## src/rtl/nibble_serial_add_ctrl.sv

```systemverilog
// Serial adder: one 4-bit carry-skip slice per cycle, LSB nibble first.
// Optional skip statistics output enabled by NIBBLE_SKIP_STATS_EN.
module nibble_serial_add_ctrl #(
    parameter int WIDTH = 16
) (
    input  logic             clk,
    input  logic             rst,
    input  logic             in_valid,
    output logic             in_ready,
    input  logic [WIDTH-1:0] a,
    input  logic [WIDTH-1:0] b,
    input  logic             cin,
    output logic             out_valid,
    input  logic             out_ready,
    output logic [WIDTH-1:0] sum,
    output logic             cout,
`ifdef NIBBLE_SKIP_STATS_EN
    output logic [$clog2(WIDTH/4+1)-1:0] skip_cnt,
`endif
    output logic             busy
);

    localparam int NIB = WIDTH / 4;
    localparam int IW  = (NIB > 1) ? $clog2(NIB) : 1;
    localparam logic [IW-1:0] LAST = IW'(NIB - 1);

    typedef enum logic [1:0] {
        IDLE = 2'd0,
        ADD  = 2'd1,
        DONE = 2'd2
    } state_t;

    state_t           state;
    logic [WIDTH-1:0] a_q;
    logic [WIDTH-1:0] b_q;
    logic             carry;
    logic [IW-1:0]    idx;

    logic [WIDTH-1:0] a_sh;
    logic [WIDTH-1:0] b_sh;
    logic [3:0]       a_nib;
    logic [3:0]       b_nib;
    logic [3:0]       p;
    logic [3:0]       g;
    logic [4:0]       c;
    logic [3:0]       s_nib;
    logic             skip;
    logic             c_nib;

    always_comb begin
        a_sh  = a_q >> {idx, 2'b00};
        b_sh  = b_q >> {idx, 2'b00};
        a_nib = a_sh[3:0];
        b_nib = b_sh[3:0];
        p     = a_nib ^ b_nib;
        g     = a_nib & b_nib;
        c     = '0;
        c[0]  = carry;
        for (int j = 0; j < 4; j++) begin
            c[j+1] = g[j] | (p[j] & c[j]);
        end
        s_nib = p ^ c[3:0];
        // All-propagate slice forwards the incoming carry directly
        skip  = &p;
        c_nib = skip ? carry : c[4];
    end

`ifdef NIBBLE_SKIP_STATS_EN
    localparam int CW = $clog2(NIB + 1);
    logic [CW-1:0] skip_q;
    assign skip_cnt = skip_q;
`endif

    always_ff @(posedge clk) begin
        if (rst) begin
            state     <= IDLE;
            in_ready  <= 1'b1;
            out_valid <= 1'b0;
            busy      <= 1'b0;
            a_q       <= '0;
            b_q       <= '0;
            carry     <= 1'b0;
            idx       <= '0;
            sum       <= '0;
            cout      <= 1'b0;
`ifdef NIBBLE_SKIP_STATS_EN
            skip_q    <= '0;
`endif
        end else begin
            case (state)
                IDLE: begin
                    if (in_valid && in_ready) begin
                        a_q      <= a;
                        b_q      <= b;
                        carry    <= cin;
                        idx      <= '0;
                        state    <= ADD;
                        in_ready <= 1'b0;
                        busy     <= 1'b1;
`ifdef NIBBLE_SKIP_STATS_EN
                        skip_q   <= '0;
`endif
                    end
                end
                ADD: begin
                    for (int k = 0; k < NIB; k++) begin
                        if (IW'(k) == idx) begin
                            sum[4*k +: 4] <= s_nib;
                        end
                    end
                    carry <= c_nib;
`ifdef NIBBLE_SKIP_STATS_EN
                    skip_q <= skip_q + CW'(skip);
`endif
                    if (idx == LAST) begin
                        cout      <= c_nib;
                        state     <= DONE;
                        out_valid <= 1'b1;
                    end else begin
                        idx <= idx + 1'b1;
                    end
                end
                DONE: begin
                    if (out_ready) begin
                        state     <= IDLE;
                        out_valid <= 1'b0;
                        busy      <= 1'b0;
                        in_ready  <= 1'b1;
                    end
                end
                default: begin
                    state     <= IDLE;
                    in_ready  <= 1'b1;
                    out_valid <= 1'b0;
                    busy      <= 1'b0;
                end
            endcase
        end
    end

endmodule

```

## config.mk

```make
export PLATFORM = sky130hd
export DESIGN_NAME = nibble_serial_add_ctrl
export DESIGN_NICKNAME = d
export VERILOG_FILES = /design/src/rtl/nibble_serial_add_ctrl.sv
export SDC_FILE = /design/constraint.sdc
export NUM_CORES = 1
export LEC_CHECK = 0
export BUFFER_PORTS_ARGS = -buffer_cell sky130_fd_sc_hd__buf_2
export CAP_MARGIN = 20
export CORE_AREA = 2 2 76 78
export CTS_CLUSTER_DIAMETER = 30
export DETAILED_ROUTE_END_ITERATION = 10
export DIE_AREA = 0 0 78 80
export HOLD_SLACK_MARGIN = 0.02
export PLACE_DENSITY = 0.73
export SYNTH_ARGS = -nofsm -noshare
export SYNTH_HDL_FRONTEND = slang
export SYNTH_SLANG_ARGS = --single-unit
```

## constraint.sdc

```tcl
create_clock -name clk -period 2.8 [get_ports clk]
set_clock_uncertainty 0.05 [all_clocks]
set_input_delay 0.42 -clock clk [delete_from_list [all_inputs] [get_ports clk]]
set_output_delay 0.42 -clock clk [all_outputs]
set_load 0.05 [all_outputs]
```

# Word level (Yosys, flattened, before mapping)
# Index checks and enable logic that the tools add are counted.
dict set report word_totals {
  reg_bits 57
  inputBits 37
  out_inout_bits 20
  wordCells 73
}
dict set report op_classes {
  addsub 1
  n_eq_ne 10
  shifts 2
  muxes 18
  bitwise 13
  n_reduce_logical 16
}
# op n
set op_table {}
lappend op_table {{$shr 16x4->4} 2}
lappend op_table {{$reduce_and 2->1} 7}
lappend op_table {{$reduce_and 3->1} 4}
lappend op_table {{$mux 2} 5}
lappend op_table {{$pmux 1 s3} 3}
lappend op_table {{$ne 2x2->1 const B} 4}
lappend op_table {{$xor 4x4->4} 2}
lappend op_table {{$mux 1} 7}
lappend op_table {{$pmux 2 s3} 1}
lappend op_table {{$and 1x1->1} 4}
lappend op_table {{$and 4x4->4} 1}
lappend op_table {{$eq 2x2->1 const A} 2}
lappend op_table {{$eq 2x2->1 const B} 2}
lappend op_table {{$logic_not 2->1} 2}
lappend op_table {{$or 1x1->1} 4}
lappend op_table {{$pmux 2 s2} 1}
lappend op_table {{$reduce_and 4->1} 1}
lappend op_table {{$add 2x1->2 const B} 1}
lappend op_table {{$eq 1x2->1 const A} 1}
lappend op_table {{$eq 2x1->1 const B} 1}
lappend op_table {{$not 1->1} 2}
lappend op_table {{$pmux 1 s2} 1}
lappend op_table {{$reduce_bool 2->1} 1}
lappend op_table {{$logic_and 1x1->1} 1}

# Longest topological paths before layout
dict set report logic_depth {
  ltp_word 12
  ltp_mapped 11
  mapped_depth_nobuf 10
}

# Worst setup path after synthesis
# Ideal clock, no wire load.
dict set report synth_path {
  kind {reg-to-reg}
  startpoint {register idx[0]}
  endpoint {register sum[11]}
  setup_ps 86
  t_arrival_ps 2848
  t_required_ps 2664
  path_slack_ps -183
  stages_incl_launch_ff 11
  n_path_buf 1
  period_less_slack_ps 2983
  path_cell_list {dfxtp_1 buf_2 mux4_2 inv_1 fa_1 inv_1 fa_1 fa_1 inv_1 fa_1 a211oi_1}
}
dict set report synth_between {
  elab_chain_len 9
  word_cells_on_any_way 13
  cone_classes {1 x eq/ne; 2 x shift; 9 x bitwise; 1 x reduce/logical}
}
# item line_no
set synth_lines {}
lappend synth_lines {{start: declaration} 37} ;# logic [IW-1:0] idx;
lappend synth_lines {{start signal: assignment} 120} ;# idx <= idx + 1'b1;
lappend synth_lines {{$shr 16x4->4, on equally long branches} {51, 52}}
lappend synth_lines {{$xor 4x4->4} 55} ;# p = a_nib ^ b_nib;
lappend synth_lines {{$and 1x1->1} 60} ;# c[j+1] = g[j] | (p[j] & c[j]);
lappend synth_lines {{$or 1x1->1} 60}
lappend synth_lines {{$and 1x1->1} 60}
lappend synth_lines {{$or 1x1->1} 60}
lappend synth_lines {{$and 1x1->1} 60}
lappend synth_lines {{$or 1x1->1} 60}
lappend synth_lines {{$xor 4x4->4} 62} ;# s_nib = p ^ c[3:0];
lappend synth_lines {{end signal: indexed assignment} 108} ;# sum[4*k +: 4] <= s_nib;
lappend synth_lines {{end: declaration} 15} ;# output logic [WIDTH-1:0] sum,
# Parallel ways exist; a longest one is shown, timed or not.
# A chain may end at the register's enable or synchronous reset.

# Worst setup path after layout
# Ends and elaborated chain as after synthesis.

==> run metrics <==
Period Utilization, post-route=98.9%; CTS tree=built; row cnt=27; EDFF count, synth=0; synthesized net count=327; Final WS setup=0.0299 ns; nature of the critical path startpoint=register; maximum number of pins on one net before global-route repair=37; nature of the critical path endpoint=register; Die ar.=0.00624 mm²; detailed-router iteration count before antenna repair=4; Syn Inst Count=278; CTS H-tree depth=3; sequential fraction of the synthesis area=45.5%; fraction of layout instances using a drive strength above 1=28.9%; proportion of synthesized flip-flops having asynchronous set or reset=0%; count of inserted antenna diode cells=0; Seq cells post-synth=57; worst skew pair latency=0.34 ns; TritonCTS Sinks=57; vertical extent of the die=80 µm; Post-route DRC=0; worst slew pin tran=0.635 ns; final count of pins violating max slew=0; RSZ-0062 raised after global routing=true; Clock Path Buffers=2; global-route wire length before repair=8910 µm; P&R area growth vs syn=22.2%; Cell Area, Placed=0.00283 mm²; library cell occupying the most area in the post-synthesis netlist=sky130_fd_sc_hd__dfxtp_1; top flip-flop cell by instance count after synthesis=sky130_fd_sc_hd__dfxtp_1; final instance area=0.00307 mm²; uppermost metal layer occupied by signal nets=met4; total leakage power=1.27 nW; met3 WL post-DR=244 µm; max cap viols=0; largest fanout on the critical path=4; remaining global-route overflow=0; most area-consuming cells after synthesis=sky130_fd_sc_hd__dfxtp_1 (45%), sky130_fd_sc_hd__nand2_1 (10%), sky130_fd_sc_hd__a21oi_1 (8.0%); upper clock frequency limit=361 MHz; number of standard cells in the final layout excluding fillers=408; CP required=3.00 ns; synth unique cells=32; warnings from Yosys=0; number of primary I/O pins=57; via count of the first global-routing pass=1863; die width=78 µm; buffer type at the clock tree root=sky130_fd_sc_hd__clkbuf_8; most frequent CP cell=sky130_fd_sc_hd__fa_2; most common library cells after synthesis=sky130_fd_sc_hd__nand2_1 (70), sky130_fd_sc_hd__dfxtp_1 (57), sky130_fd_sc_hd__a21oi_1 (40); Clock Pin Slew Worst Setup and Hold Paths=0.07 ns; power density cells=647 mW/mm²; Worst path max stage delay=0.53 ns; Layout Nets=380; worst min-delay path category=input pin to register; via count=2035; pre-CTS WS=-0.00117 ns; slowest stage cell, crit path=sky130_fd_sc_hd__mux4_2; WS Path Type=register to register; post-layout power=1.98 mW; placed cell count=390; cells along the critical path=mux4_2 > inv_2 > fa_1 > inv_1 > fa_2 > fa_2 > inv_2 > fa_2 > a211oi_2; initial antenna violation count=0; final HPWL from detailed placement=3950 µm; most repeated cell in the gate-level netlist after synthesis=sky130_fd_sc_hd__nand2_1; Initial Util=46.4%; top-area cell type share of the netlist area=45.5%; hold violation total from the final report=0; total clock buffers created by CTS=9; post-detailed-route via-to-cell ratio=4.99; peak ir drop on the vdd network=0.319 mV; average wire length per cell after detail routing=13.5 µm; number of failing setup endpoints in the final timing report=0; detailed route wirelength on metal2=2580 µm; starting DRC count in detailed routing=114; routability cong.=0.802; final core area utilization=56.7%; worst-case headroom to the max-slew limit=57.6%; Post-Syn Area=0.00251 mm²; Avg Inst Size Synth=9.02 µm²; post-layout min period=2.77 ns; wirelength, routed=5520 µm; remaining antenna violation count=0; standard cell core area=0.00541 mm²; status=finished, final reports clean; setup TNS=0 ns; total buffers and inverters traversed by the critical path=3; crit-path leading delay family=adder cells; length of routed wiring on met1=2600 µm; Port Buffer Count=56; GRT Resource Usage Total=18.7%; worst hold slack after final layout=0.261 ns; data arrival time at the worst-slack endpoint=2.97 ns
## report_power, final
part / internal (mW) / switching (mW)
logic: 0.114 / 0.166
registers: 0.856 / 0.0333
clock network: 0.496 / 0.320
## final timing paths
check,startpoint,cells past startpoint,end,slack [ns]
max,idx[0],9,sum[11],0.03
min,b[6],3,b_q[6],0.26
max reg2reg,idx[0],9,sum[11],0.03
min reg2reg,sum[14],2,sum[14],0.40
## cell families (layout without fill, tap and decap cells)
family | Yosys count | in the layout | share of synthesized area [%]
flops | 57 | 57 | 45.5
compound gates | 55 | 55 | 12.5
simple gates | 107 | 107 | 19.2
fa+ha+maj | 12 | 12 | 7.18
mux | 15 | 15 | 10.0
buf+inv | 32 | 90 | 5.64
## flip-flops by register name (all words and copies together), names as in the netlist
register   cells
state          2
busy           1
carry          1
b_q           16
a_q           16
sum           16
in_ready       1
idx            2
cout           1
out_valid      1
## area by class of cell
cell class / count / area, µm²
Clock inverter: 6 / 82.6
Sequential cell: 57 / 1140
Multi-Input combinational cell: 189 / 1240
Clock buffer: 10 / 128
Timing Repair Buffer: 64 / 340
Fill cell: 520 / 2340
Tap cell: 72 / 90.1
Inverter: 10 / 37.5
## what timing repair did
item                                   CTS  global route
setup buffers                            0             2
pin swaps                                0             1
resized for setup                        1             5
cloned                                   0             0
endpoints found under the hold margin    0             0
hold buffers                             0             0
setup endpoints to repair                2             4
## worst min-delay path, delay by kind of cell
kind / cells / cell delay (ns)
AOI/OAI and AO/OA: 1 / 0.05
buffers and inverters: 1 / 0.09
and+or+nand+nor: 1 / 0.04
## layer usage
layer / track usage (%) / up-vias
met5: 0 / -
met3: 5.43 / 9
li1: - / 1043
met2: 28.9 / 56
met4: 8.77 / 0
met1: 24.1 / 927
## placed cells by master (no fill, tap or decap), drive strengths merged, types with 3 or more instances in the layout
cell type / n
a21oi: 40
fa: 4
buf: 64
a211oi: 8
nor2: 18
clkbuf: 10
clkinv: 3
inv: 10
dfxtp: 57
nand2: 70
mux4: 8
ha: 8
and3b: 5
mux2i: 6
Power figures use the tool's default switching activity.
